### src/rtl/conv_mac_pkg.sv
// Shared FSM encoding and lane-packing helpers for the conv_mac_vec MAC.
package conv_mac_pkg;

    typedef logic [1:0] state_t;

    localparam state_t ST_IDLE  = 2'd0;
    localparam state_t ST_ACC   = 2'd1;
    localparam state_t ST_DRAIN = 2'd2;
    localparam state_t ST_HOLD  = 2'd3;

    // Low bit of lane i inside a packed LANES*WIDTH operand bus.
    function automatic int lane_lo(input int lane, input int width);
        return lane * width;
    endfunction

    // Tree result width: a full-precision 16-lane sum of (W+1)x(W+1) signed
    // products fits in 2W+5 bits, and never narrower than the accumulator.
    function automatic int tree_w(input int width, input int acc_width);
        return (acc_width > 2 * width + 5) ? acc_width : 2 * width + 5;
    endfunction

endpackage

### src/rtl/conv_mac_tree.sv
// Per-lane multiply with lane enable, reduced by a binary adder tree at full precision.
module conv_mac_tree
    import conv_mac_pkg::*;
#(
    parameter int WIDTH      = 8,
    parameter int LANES      = 4,
    parameter int ACC_WIDTH  = 32,
    parameter int SIGNED_MUL = 1
) (
    input  logic [LANES*WIDTH-1:0]                    a,
    input  logic [LANES*WIDTH-1:0]                    b,
    input  logic [LANES-1:0]                          lane_en,
    output logic signed [tree_w(WIDTH, ACC_WIDTH)-1:0] sum
);

    localparam int TW = tree_w(WIDTH, ACC_WIDTH);
    localparam int PW = 2 * WIDTH + 2;

    // Heap-ordered tree: leaves at [LANES +: LANES], node k sums 2k and 2k+1.
    logic signed [TW-1:0] node [1:2*LANES-1];

    genvar i, k;
    generate
        for (i = 0; i < LANES; i++) begin : g_lane
            localparam int LO = lane_lo(i, WIDTH);
            logic signed [WIDTH:0] ax, bx;
            logic signed [PW-1:0]  prod;

            // One extra bit lets signed and unsigned operands share a signed multiplier.
            assign ax   = (SIGNED_MUL != 0) ? {a[LO+WIDTH-1], a[LO +: WIDTH]} : {1'b0, a[LO +: WIDTH]};
            assign bx   = (SIGNED_MUL != 0) ? {b[LO+WIDTH-1], b[LO +: WIDTH]} : {1'b0, b[LO +: WIDTH]};
            assign prod = ax * bx;
            assign node[LANES+i] = lane_en[i] ? {{(TW-PW){prod[PW-1]}}, prod} : '0;
        end

        for (k = 1; k < LANES; k++) begin : g_add
            assign node[k] = node[2*k] + node[2*k+1];
        end
    endgenerate

    assign sum = node[1];

endmodule

### src/rtl/conv_mac_vec.sv
// Windowed vector MAC: tree stage, accumulate stage, held result with handshake.
// Define CONV_MAC_SAT_EN to clamp the accumulator and report out_ovf; default wraps.
module conv_mac_vec
    import conv_mac_pkg::*;
#(
    parameter int WIDTH      = 8,
    parameter int LANES      = 4,
    parameter int ACC_WIDTH  = 32,
    parameter int SIGNED_MUL = 1,
    parameter int CNT_WIDTH  = 8
) (
    input  logic                   clk,
    input  logic                   rst,
    input  logic                   in_valid,
    output logic                   in_ready,
    input  logic                   in_first,
    input  logic                   in_last,
    input  logic [LANES-1:0]       lane_en,
    input  logic [LANES*WIDTH-1:0] a_in,
    input  logic [LANES*WIDTH-1:0] b_in,
    input  logic                   bias_valid,
    input  logic [ACC_WIDTH-1:0]   bias_in,
    output logic                   out_valid,
    input  logic                   out_ready,
    output logic [ACC_WIDTH-1:0]   out_sum,
    output logic [CNT_WIDTH-1:0]   out_beats,
    output logic                   out_ovf,
    output logic                   err_proto
);

    localparam int TW = tree_w(WIDTH, ACC_WIDTH);
    localparam int SW = TW + 2;
    localparam logic [CNT_WIDTH-1:0] CNT_MAX = {CNT_WIDTH{1'b1}};

    state_t state, state_nx;

    logic                  take, keep, bad;
    logic signed [TW-1:0]  tree_sum;
    logic                  s1_vld, s1_first;
    logic signed [TW-1:0]  s1_sum;
    logic [ACC_WIDTH-1:0]  s1_bias;
    logic [ACC_WIDTH-1:0]  acc, acc_nx, base;
    logic signed [SW-1:0]  base_x, sum_x;
    logic [CNT_WIDTH-1:0]  cnt;

    conv_mac_tree #(
        .WIDTH      (WIDTH),
        .LANES      (LANES),
        .ACC_WIDTH  (ACC_WIDTH),
        .SIGNED_MUL (SIGNED_MUL)
    ) u_tree (
        .a       (a_in),
        .b       (b_in),
        .lane_en (lane_en),
        .sum     (tree_sum)
    );

    assign in_ready = (state == ST_IDLE) || (state == ST_ACC);
    assign take     = in_valid && in_ready;
    // Beats outside a window are dropped; in_first inside a window restarts it.
    assign keep     = take && ((state == ST_ACC) || in_first);
    assign bad      = take && (((state == ST_IDLE) && !in_first) || ((state == ST_ACC) && in_first));

    always_comb begin
        state_nx = state;
        case (state)
            ST_IDLE:  if (take && in_first) state_nx = in_last ? ST_DRAIN : ST_ACC;
            ST_ACC:   if (take && in_last)  state_nx = ST_DRAIN;
            ST_DRAIN: state_nx = ST_HOLD;
            ST_HOLD:  if (out_ready)        state_nx = ST_IDLE;
            default:  state_nx = ST_IDLE;
        endcase
    end

    always_ff @(posedge clk) begin
        if (rst) begin
            state     <= ST_IDLE;
            s1_vld    <= 1'b0;
            s1_first  <= 1'b0;
            s1_sum    <= '0;
            s1_bias   <= '0;
            acc       <= '0;
            cnt       <= '0;
            err_proto <= 1'b0;
        end else begin
            state  <= state_nx;
            s1_vld <= keep;
            if (keep) begin
                s1_sum   <= tree_sum;
                s1_first <= in_first;
                s1_bias  <= (in_first && bias_valid) ? bias_in : '0;
                cnt      <= in_first ? CNT_WIDTH'(1) : ((cnt == CNT_MAX) ? cnt : cnt + 1'b1);
            end
            if (s1_vld)
                acc <= acc_nx;
            if (bad)
                err_proto <= 1'b1;
        end
    end

    // Accumulate in a widened domain so overflow is visible before truncation.
    always_comb begin
        base   = s1_first ? s1_bias : acc;
        base_x = (SIGNED_MUL != 0) ? {{(SW-ACC_WIDTH){base[ACC_WIDTH-1]}}, base}
                                   : {{(SW-ACC_WIDTH){1'b0}}, base};
        sum_x  = base_x + {{(SW-TW){s1_sum[TW-1]}}, s1_sum};
    end

`ifdef CONV_MAC_SAT_EN
    localparam logic signed [SW-1:0] ONE    = 1;
    localparam logic signed [SW-1:0] ZERO   = 0;
    localparam logic signed [SW-1:0] SAT_HI = (SIGNED_MUL != 0) ? ((ONE <<< (ACC_WIDTH-1)) - ONE)
                                                                : ((ONE <<< ACC_WIDTH) - ONE);
    localparam logic signed [SW-1:0] SAT_LO = (SIGNED_MUL != 0) ? (ZERO - (ONE <<< (ACC_WIDTH-1)))
                                                                : ZERO;
    logic sat_hit, ovf;

    always_comb begin
        sat_hit = 1'b0;
        acc_nx  = sum_x[ACC_WIDTH-1:0];
        if (sum_x > SAT_HI) begin
            sat_hit = 1'b1;
            acc_nx  = SAT_HI[ACC_WIDTH-1:0];
        end else if (sum_x < SAT_LO) begin
            sat_hit = 1'b1;
            acc_nx  = SAT_LO[ACC_WIDTH-1:0];
        end
    end

    always_ff @(posedge clk) begin
        if (rst)
            ovf <= 1'b0;
        else if (s1_vld)
            ovf <= s1_first ? sat_hit : (ovf | sat_hit);
    end

    assign out_ovf = ovf;
`else
    logic unused_hi;

    // Wrap mode keeps only the low ACC_WIDTH bits of the widened sum.
    assign acc_nx    = sum_x[ACC_WIDTH-1:0];
    assign unused_hi = ^sum_x[SW-1:ACC_WIDTH];
    assign out_ovf   = 1'b0;
`endif

    assign out_valid = (state == ST_HOLD);
    assign out_sum   = acc;
    assign out_beats = cnt;

endmodule

### config.mk
export PLATFORM = sky130hd
export DESIGN_NAME = conv_mac_vec
export DESIGN_NICKNAME = d
export VERILOG_FILES = /design/src/rtl/conv_mac_pkg.sv /design/src/rtl/conv_mac_tree.sv /design/src/rtl/conv_mac_vec.sv
export SDC_FILE = /design/constraint.sdc
export NUM_CORES = 1
export LEC_CHECK = 0
export ABC_AREA = 1
export CAP_MARGIN = 40
export CELL_PAD_IN_SITES_DETAIL_PLACEMENT = 1
export CELL_PAD_IN_SITES_GLOBAL_PLACEMENT = 2
export CORE_MARGIN = 5
export CORE_UTILIZATION = 30
export CTS_CLUSTER_DIAMETER = 30
export DETAILED_ROUTE_END_ITERATION = 12
export GPL_ROUTABILITY_DRIVEN = 0
export GPL_TIMING_DRIVEN = 0
export PLACE_DENSITY_LB_ADDON = 0.15
export SLEW_MARGIN = 20
export SYNTH_ARGS = -nofsm -noshare
export SYNTH_HDL_FRONTEND = slang
export SYNTH_SLANG_ARGS = --single-unit
export TNS_END_PERCENT = 1
### constraint.sdc
create_clock -name clk -period 11.05 [get_ports clk]
set_input_delay 2.7625 -clock clk [delete_from_list [all_inputs] [get_ports clk]]
set_output_delay 2.7625 -clock clk [all_outputs]
set_load 0.05 [all_outputs]
==> summary.txt <==
fin util - 33.8%
GRT Util Overall - 17.8%
Layout area overhead - 11.7%
register area share after synthesis - 11.4%
syn nets - 3345
first-pass GRT wire length - 100 mm
Core Area - 63100 um2
detail-routed via count per cell - 4.50
# port buffers - 86
Root Driver - clkbuf_16
FMAX - 0.107 GHz
H-tree Lvls - 3
Post-Syn Area - 19100 um2
CP Max Fanout - 9
share of cells above drive strength 1 - 2.40%
Required @ worst endpoint - 11.35 ns
fillers - 8089
Non-Filler Instances - 3765
Clock Path Buffers - 2
delay-heaviest family, CP - adder cells
dpl hpwl - 53.9 mm
Chip Height - 262 um
#FFs+latches synth - 109
Arrival @ worst endpoint - 9.64 ns
CTS tree - done
Worst setup EP type - register
Max Cap Viol - 0
Residual DRC - 0
worst r2r dst - out_sum[28]$_SDFFE_PP0P_
top cells by area, synth - fa_1 27%, inv_1 15%, nand2_1 13%, dfxtp_1 11%, ha_1 11%
Synth Flop Type - dfxtp_1
RSZ-0062 raised after global routing - false
worst path bufs/invs - 4
Clock Sink Count - 109
Avg Synthesized Cell Area - 6.79 um2
most frequent cells in the layout - 755 x inv_1, 683 x nand2_1, 254 x fa_1
largest net degree at the start of global routing - 19
most common cell after layout, fill and taps aside - inv_1
Gates resized, CTS repair - 0
Cells after Synth - 2814
clk_lat worst skew - 0.37 ns
Crit Path Class - input port to register
initial antenna violation count - 3
worst min path class - register to register
WHS Path Cells - 2
TritonRoute pass-1 iters - 4
die area - 68900 um2
fin. max-slew vios - 0
Detailed Route WL - 61.5 mm
Hold Path End - s1_bias[7]$_SDFFE_PP0P_
setup violators final - 0
Crit-path slowest cell - fa_1
num rows - 92
clock transition at the registers of the reported paths - 0.08 ns
hold_buf cts - 0
Post-synth EDFFs - 0
post-route cell area - 21300 um2
global-route congestion overflow total - 0
Hold Startpoint - s1_bias[7]$_SDFFE_PP0P_
nets - 3442
Layout Skew - 0.0191 ns
fin crit period - 9.34 ns
reg-to-reg slack, setup - 7.82 ns
Yosys top cell area share - 26.6%
DRT iter0 DRCs - 540
Final period util - 84.5%
Num CTS Buffers - 9
Synth cell types - 42
worst-margin pin slew - 0.861 ns
CP Launch Type - input port
max_slew headroom - 42.6%
via count - 16900
VDD IR max - 345 uV
post-CTS setup buffers - 0
reg2reg start - s1_first$_SDFFE_PP0P_
ys async rst share - 0%
vias in the first global route - 18700
Yosys Warn Count - 0
FF-to-FF path depth - 17
Tot Pwr - 6.36 mW
status - completed
crit-path most repeated cell - fa_1
IO Count - 151
leakage power - 11.8 nW
antenna-violating nets left - 0
biggest area consumer among synthesized cells - fa_1
setup TNS - 0 ns
crit-path max cell delay - 0.55 ns
WL/cell - 16.3 um
die width - 262 um
placed insts - 3746
placed cell area - 21000 um2
Pwr Density - 298 nW/um2
count of final hold-check violations - 0
Starting Density - 30.3%
==> synthesized netlist by cell type, types with 11 or more instances <==
cell      count
xnor2_1      18
nor2_1      144
fa_1        254
ha_1        170
o21ai_0     107
clkbuf_1     87
nand2_1     683
nand4_1      11
or2_2        20
a21oi_1     187
dfxtp_1     109
nand3_1     133
o21bai_1     11
nor3_1       12
xor2_1       40
inv_1       755
==> kinds of logic (layout without fill, tap and decap cells) <==
group / Yosys count / in the layout / share of synthesized area, %
other cells: 1 / 4 / 0.0196
simple gates: 1022 / 1022 / 21.7
fa+ha+maj: 424 / 424 / 37.7
buf+inv: 865 / 967 / 17.2
xor+xnor: 58 / 58 / 2.66
compound gates: 335 / 335 / 9.22
flops: 109 / 109 / 11.4
==> cell type report <==
cell class | count | area (um2) | area share [%]
Buffer | 103 | 434 | 2.03
Sequential cell | 109 | 2180 | 10.2
Inverter | 762 | 2860 | 13.4
Multi-Input combinational cell | 1840 | 13600 | 63.9
Antenna cell | 3 | 7.51 | 0.0352
Clock inverter | 5 | 63.8 | 0.299
Timing Repair Buffer | 86 | 861 | 4.03
Clock buffer | 11 | 243 | 1.14
Tap cell | 846 | 1060 | 4.96
==> tightest hold or removal path, delay by kind of cell (launching register included) <==
kind / cells / cell delay (ns)
AO/OA/AOI/OAI: 1 / 0.05
flip-flops: 1 / 0.32
AND/OR/NAND/NOR: 1 / 0.06
==> worst max-delay path by stage <==
stage	from	to	slack, ns	depth (start not counted)
4_1_cts	b_in[15]	s1_sum[29]$_SDFFE_PP0P_	1.59	25
5_1_grt	b_in[31]	s1_sum[22]$_SDFFE_PP0P_	1.07	28
2_1_floorplan	b_in[26]	s1_sum[19]$_SDFFE_PP0P_	2.46	28
3_5_place_dp	b_in[15]	s1_sum[29]$_SDFFE_PP0P_	1.22	25
6_report	b_in[15]	s1_sum[19]$_SDFFE_PP0P_	1.71	25
3_3_place_gp	b_in[15]	s1_sum[28]$_SDFFE_PP0P_	1.25	27
==> sequential cells by signal, summed over array words and instances, names as in the netlist <==
| signal | count |
|---|---|
| out_sum | 32 |
| s1_sum | 32 |
| state | 2 |
| s1_bias | 32 |
| err_proto | 1 |
| s1_first | 1 |
| s1_vld | 1 |
| out_beats | 8 |
==> stage by stage <==
step,hold slack [ns],setup slack (ns)
6_report,0.471,1.71
5_1_grt,0.488,1.07
4_1_cts,0.474,1.59
3_5_place_dp,0.458,1.22
3_3_place_gp,0.455,1.25
2_1_floorplan,0.442,2.46
==> where the power goes <==
group	internal, mW	leakage, nW	total, mW	switching [mW]
Sequential	0.456	0.888	0.504	0.0478
Combinational	1.95	10.7	5.50	3.56
Clock	0.185	0.147	0.354	0.168
==> metal layers <==
metal / share of wire, % / track usage [%]
met1: 46 / 23.1
met3: 1.1 / 1.08
met2: 51 / 33.2
met4: 1.3 / 3.14
met5: 0 / 0
(Power assumes the default switching activity.)
